$ cat config.mk
export PLATFORM = sky130hd
export DESIGN_NAME = vx_tag_sched
export DESIGN_NICKNAME = d
export VERILOG_FILES = /design/src/rtl/vx_tag_sched.sv
export SDC_FILE = /design/constraint.sdc
export NUM_CORES = 1
export LEC_CHECK = 0
export BUFFER_PORTS_ARGS = -buffer_cell sky130_fd_sc_hd__buf_2
export CORE_ASPECT_RATIO = 1.5
export CORE_MARGIN = 2
export CORE_UTILIZATION = 25
export CTS_CLUSTER_DIAMETER = 80
export CTS_CLUSTER_SIZE = 10
export DETAILED_ROUTE_END_ITERATION = 10
export GPL_TIMING_DRIVEN = 0
export HOLD_SLACK_MARGIN = 0.03
export SYNTH_ARGS = -nofsm -noshare
export SYNTH_HDL_FRONTEND = slang
export SYNTH_SLANG_ARGS = --single-unit
$ cat constraint.sdc
create_clock -name clk_i -period 3.9 [get_ports clk_i]
set_clock_uncertainty 0.15 [all_clocks]
set_input_delay 0.195 -clock clk_i [delete_from_list [all_inputs] [get_ports clk_i]]
set_output_delay 0.195 -clock clk_i [all_outputs]
set_load 0.005 [all_outputs]
$ cat src/rtl/vx_tag_sched.sv
// -----------------------------------------------------------------------------
// vx_tag_sched
//
// Per-bank scheduler in front of the VX_tag_access tag store. It walks every
// line of the bank issuing flushes after reset and whenever a flush is
// requested. Outside a walk it arbitrates the single tag port between fills
// (memory responses, higher priority) and lookups (core requests). Lookup
// responses come back one cycle after the grant, which lines them up with the
// tag store's registered read.
//
// Ports:
//   clk_i            clock
//   reset_ni         asynchronous active-low reset
//   flush_req_i      single-cycle pulse requesting a full-bank flush
//   flush_busy_o     flush walk in progress
//   fill_valid_i     fill request, fill_addr_i its line address
//   fill_ready_o     fill accepted this cycle
//   lookup_valid_i   lookup request, lookup_addr_i its line address
//   lookup_ready_o   lookup accepted this cycle
//   stall_i          downstream pipeline stall
//   tag_lookup_o / tag_fill_o / tag_flush_o / tag_addr_o / tag_stall_o
//                    command interface to the tag store
//   tag_match_i      tag store match, valid the cycle after a lookup
//   rsp_valid_o      lookup response valid
//   rsp_hit_o        lookup hit
//   rsp_addr_o       line address of the responded lookup
// -----------------------------------------------------------------------------
module vx_tag_sched #(
    parameter int CACHE_SIZE      = 16384,
    parameter int CACHE_LINE_SIZE = 64,
    parameter int NUM_BANKS       = 4,
    parameter int LINE_ADDR_WIDTH = 26
) (
    input  logic                       clk_i,
    input  logic                       reset_ni,
    input  logic                       flush_req_i,
    output logic                       flush_busy_o,
    input  logic                       fill_valid_i,
    input  logic [LINE_ADDR_WIDTH-1:0] fill_addr_i,
    output logic                       fill_ready_o,
    input  logic                       lookup_valid_i,
    input  logic [LINE_ADDR_WIDTH-1:0] lookup_addr_i,
    output logic                       lookup_ready_o,
    input  logic                       stall_i,
    output logic                       tag_lookup_o,
    output logic                       tag_fill_o,
    output logic                       tag_flush_o,
    output logic [LINE_ADDR_WIDTH-1:0] tag_addr_o,
    output logic                       tag_stall_o,
    input  logic                       tag_match_i,
    output logic                       rsp_valid_o,
    output logic                       rsp_hit_o,
    output logic [LINE_ADDR_WIDTH-1:0] rsp_addr_o
);

    localparam int LINES_PER_BANK   = CACHE_SIZE / (CACHE_LINE_SIZE * NUM_BANKS);
    localparam int LINE_SELECT_BITS = $clog2(LINES_PER_BANK);
    localparam logic [LINE_SELECT_BITS-1:0] CNT_LAST = LINE_SELECT_BITS'(LINES_PER_BANK - 1);

    typedef enum logic {
        ST_FLUSH = 1'b0,
        ST_IDLE  = 1'b1
    } state_e;

    state_e                       state_q,         state_d;
    logic [LINE_SELECT_BITS-1:0]  cnt_q,           cnt_d;
    logic                         flush_pending_q, flush_pending_d;
    logic                         rsp_valid_q,     rsp_valid_d;
    logic [LINE_ADDR_WIDTH-1:0]   rsp_addr_q,      rsp_addr_d;

    logic fill_grant;
    logic lookup_grant;

    // ------------------------------------------------------------------
    // Tag port arbitration and command generation
    // ------------------------------------------------------------------
    always_comb begin
        fill_grant   = 1'b0;
        lookup_grant = 1'b0;
        tag_flush_o  = 1'b0;
        tag_addr_o   = lookup_addr_i;
        if (state_q == ST_FLUSH) begin
            tag_flush_o = !stall_i;
            // Address holds on the current line while stalled.
            tag_addr_o  = {{(LINE_ADDR_WIDTH-LINE_SELECT_BITS){1'b0}}, cnt_q};
        end else begin
            fill_grant   = !stall_i && fill_valid_i;
            lookup_grant = !stall_i && lookup_valid_i && !fill_valid_i;
            if (fill_grant) begin
                tag_addr_o = fill_addr_i;
            end
        end
    end

    assign fill_ready_o   = fill_grant;
    assign lookup_ready_o = lookup_grant;
    assign tag_fill_o     = fill_grant;
    assign tag_lookup_o   = lookup_grant;
    assign tag_stall_o    = stall_i;
    assign flush_busy_o   = (state_q == ST_FLUSH);

    assign rsp_valid_o = rsp_valid_q;
    assign rsp_addr_o  = rsp_addr_q;
    // The tag store freezes its read data under stall, so gating the live
    // match with the held valid keeps the hit stable too.
    assign rsp_hit_o   = rsp_valid_q && tag_match_i;

    // ------------------------------------------------------------------
    // Next-state logic
    // ------------------------------------------------------------------
    always_comb begin
        state_d         = state_q;
        cnt_d           = cnt_q;
        flush_pending_d = flush_pending_q;
        rsp_valid_d     = rsp_valid_q;
        rsp_addr_d      = rsp_addr_q;

        if (stall_i) begin
            // Only the pending request may be recorded during a stall.
            if (flush_req_i) begin
                flush_pending_d = 1'b1;
            end
        end else begin
            rsp_valid_d = lookup_grant;
            if (lookup_grant) begin
                rsp_addr_d = lookup_addr_i;
            end

            if (state_q == ST_FLUSH) begin
                cnt_d = cnt_q + 1'b1;
                if (cnt_q == CNT_LAST) begin
                    // A request arriving on the last line still earns a
                    // fresh walk rather than being silently absorbed.
                    if (flush_pending_q || flush_req_i) begin
                        flush_pending_d = 1'b0;
                    end else begin
                        state_d = ST_IDLE;
                    end
                end else if (flush_req_i) begin
                    flush_pending_d = 1'b1;
                end
            end else begin
                if (flush_req_i || flush_pending_q) begin
                    state_d         = ST_FLUSH;
                    cnt_d           = '0;
                    flush_pending_d = 1'b0;
                end
            end
        end
    end

    // ------------------------------------------------------------------
    // State registers
    // ------------------------------------------------------------------
    always_ff @(posedge clk_i or negedge reset_ni) begin
        if (!reset_ni) begin
            state_q         <= ST_FLUSH;
            cnt_q           <= '0;
            flush_pending_q <= 1'b0;
            rsp_valid_q     <= 1'b0;
            rsp_addr_q      <= '0;
        end else begin
            state_q         <= state_d;
            cnt_q           <= cnt_d;
            flush_pending_q <= flush_pending_d;
            rsp_valid_q     <= rsp_valid_d;
            rsp_addr_q      <= rsp_addr_d;
        end
    end

endmodule

==> metrics.yaml <==
run_status:
  status: "finished, final reports clean"
clocking:
  clockRootBuffer: "clkbuf_16"
  cts.sinks: 35
  cts-hold-fix-buffers: 25
  cts_buffer_depth: 2
  numCtsBuffers: 5
  cts_tree: "done"
  clk_pin_slew_ps: 50
  postCtsSetupRepairBufs: 0
  cts_htree_levels: 2
  clk_latency_ps: 270
  cts.repair.resized: 0
floorplanning:
  core-area_mm2: 0.00761
  dieWidth_um: 76.2
  initial_core_util_pct: 25.7
  die_h_um: 112
  io_pins: 120
  die_area_mm2: 0.00857
  rows: 39
worst_setup_path:
  crit_slowest_cell: "clkbuf_1"
  required_ps: 3560
  crit_fanout: 10
  setup.worst_path.end_class: "primary output"
  worstPathCellList: "buf_2, inv_1, clkbuf_1, a21oi_1, buf_2"
  crit_top_cell: "buf_2"
  r2r_setup_slack_ps: 2240
  max_stage_delay_ps: 420
  crit_type: "flip-flop to primary output"
  cp-start-kind: "flip-flop"
  reg2regPathDepth: 5
  critPathArrivalTime_ps: 1690
routing:
  drt-pass1-iter-count: 4
  wl_per_cell_um: 13.2
  vias: 1971
  dr.first_iter.drc_count: 88
  vias_per_cell: 4.38
  postRouteAntennaNets: 0
  wl_um: 5930
  post-route-drc-count: 0
logic_synthesis:
  synth_fp_nets: 257
  syn_avg_cell_area_um2: 9.93
  synth_area_leaders: "dfrtp_1 45%, mux2_4 14%, nand2_1 10%"
  ys_ff_latch: 35
  yosysSeqAreaShare_pct: 44.8
  synth.largest_area_cell: "dfrtp_1"
  yosys_warnings: 0
  synthDistinctLibCells: 28
  synth_edf_count: 0
  synth_cells: 197
  synth-main-ff-cell: "dfrtp_1"
  synth_area_mm2: 0.00196
  synth.top_cell.area_share_pct: 44.8
  synthArstFlopShare_pct: 100
placement:
  io_buffers: 119
  post-place-cells: 418
  globalplace.congestion: 0.753
  detailed_place_hpwl_um: 4380
  placed_cell_area_mm2: 0.00268
cells_and_area:
  fin_cells: 450
  syn_to_final_growth_pct: 57.1
  final_nets: 408
  nFillCells: 784
  multi_input_area_um2: 950
  final_common_cell: "buf_2"
  drive_above_1_share_pct: 47.4
  n_antenna_cell: 0
  final_cell_mix: "123 x buf_2, 54 x nand2_1, 35 x dfrtp_1"
  layout.cell_area.non_filler_mm2: 0.00307
  area.sequential_um2: 876
timing:
  hold_violations: 0
  fin_crit_sh_pct: 52.1
  period_needed_ps: 2030
  fin_setup_tns_ps: 0
  rsz0062_at_grt: "no"
  tightest_slew_ps: 783
  drv_slew: 0
  max_slew_margin_pct: 47.8
  setup_viol: 0
  max_clock_freq_mhz: 492
power_and_ir_drop:
  p_sw_share_pct: 30.0
  internal-power_mw: 1.15
  p_leak_nw: 1.68
  p_comb_share_pct: 38.4
  pwr-share-seq_pct: 38.2
  pwr_density_cell_mw_per_mm2: 533
  power.switching_uw: 491
  clock_power_share_pct: 23.4
  peakVddDrop_mv: 0.172
grt:
  grt_overflow: 0
  antenna_found_initial: 0
  grt_max_degree: 36
  grt.total_usage_pct: 14.0
  grt_pass1_vias: 1998
  grt_pass1_wl_um: 9570
worst_hold_path:
  min_path_type: "primary input to flip-flop"
  hold_depth: 2
flow_run:
  drv_cap: 0
## per-stage QoR
step	setup slack, ps	hold slack [ps]	util (%)	power (mW)
6_report	1870	40.0	40.4	1.64
5_1_grt	1750	44.7	40.4	1.76
2_1_floorplan	2380	-251	-	0.955
4_1_cts	1850	33.3	40.4	1.67
3_3_place_gp	2090	184	35.2	1.23
3_5_place_dp	2080	179	35.2	1.24
## sequential cells by signal, indices dropped and copies added (netlist names)
signal and cells:
cnt_q 6, flush_pending_q 1, rsp_addr_o 26, rsp_valid_o 1, state_q 1
## synthesized netlist by cell type (4+ instances only)
library cell  number
nand2_1           54
dfrtp_1           35
a21oi_1           20
mux2_4            18
nor2_1            11
mux2_2             9
a31oi_1            6
buf_4              5
clkbuf_1           5
buf_2              4
## cells by family after synthesis
group | synth area share, %
AND/OR/NAND/NOR | 16.4
AO/OA/AOI/OAI | 11.0
buffers and inverters | 6.71
adder cells (fa/ha/maj) | 0.639
flip-flops | 44.8
multiplexers | 20.5
## critical path: cells and delay by family (launching register included)
family                 cells  cell delay [ps]
AOI/OAI and AO/OA          1               90
buffers and inverters      4              930
DFF                        1              390
## power by group through the flow
| stage | sequential, mW | clock [mW] | combinational, mW |
|---|---|---|---|
| after floorplan | 0.629 | 0 | 0.326 |
| after global placement | 0.622 | 0 | 0.610 |
| after detailed placement | 0.628 | 0 | 0.615 |
| after CTS | 0.624 | 0.403 | 0.638 |
| after global routing | 0.648 | 0.416 | 0.692 |
| final | 0.625 | 0.384 | 0.629 |
## area by class of cell
cell class,count,share of cell area [%]
clock buffer,6,4.52
multi-input combinational,144,30.9
clock inverter,1,0.163
timing repair buffer,144,27.5
tap,102,4.15
sequential,35,28.5
buffer,17,4.15
inverter,1,0.122
## per-layer routing
metal / GRT usage, % / share of wire, %
met1: 15.2 / 41
met2: 26.6 / 53
met3: 2.89 / 4.5
met4: 4.97 / 1.3
met5: 0 / 0
## path summary, 6_finish.rpt
kind                                  start              to
hold reg to reg               rsp_addr_o[5]   rsp_addr_o[5]
max in group asynchronous          reset_ni   rsp_addr_o[7]
setup reg to reg                    state_q  rsp_addr_o[16]
min in group asynchronous          reset_ni  rsp_addr_o[12]
hold / removal             lookup_addr_i[4]   rsp_addr_o[4]
setup / recovery                    state_q  tag_addr_o[23]
Note: power is estimated with default switching activity, not from simulation.
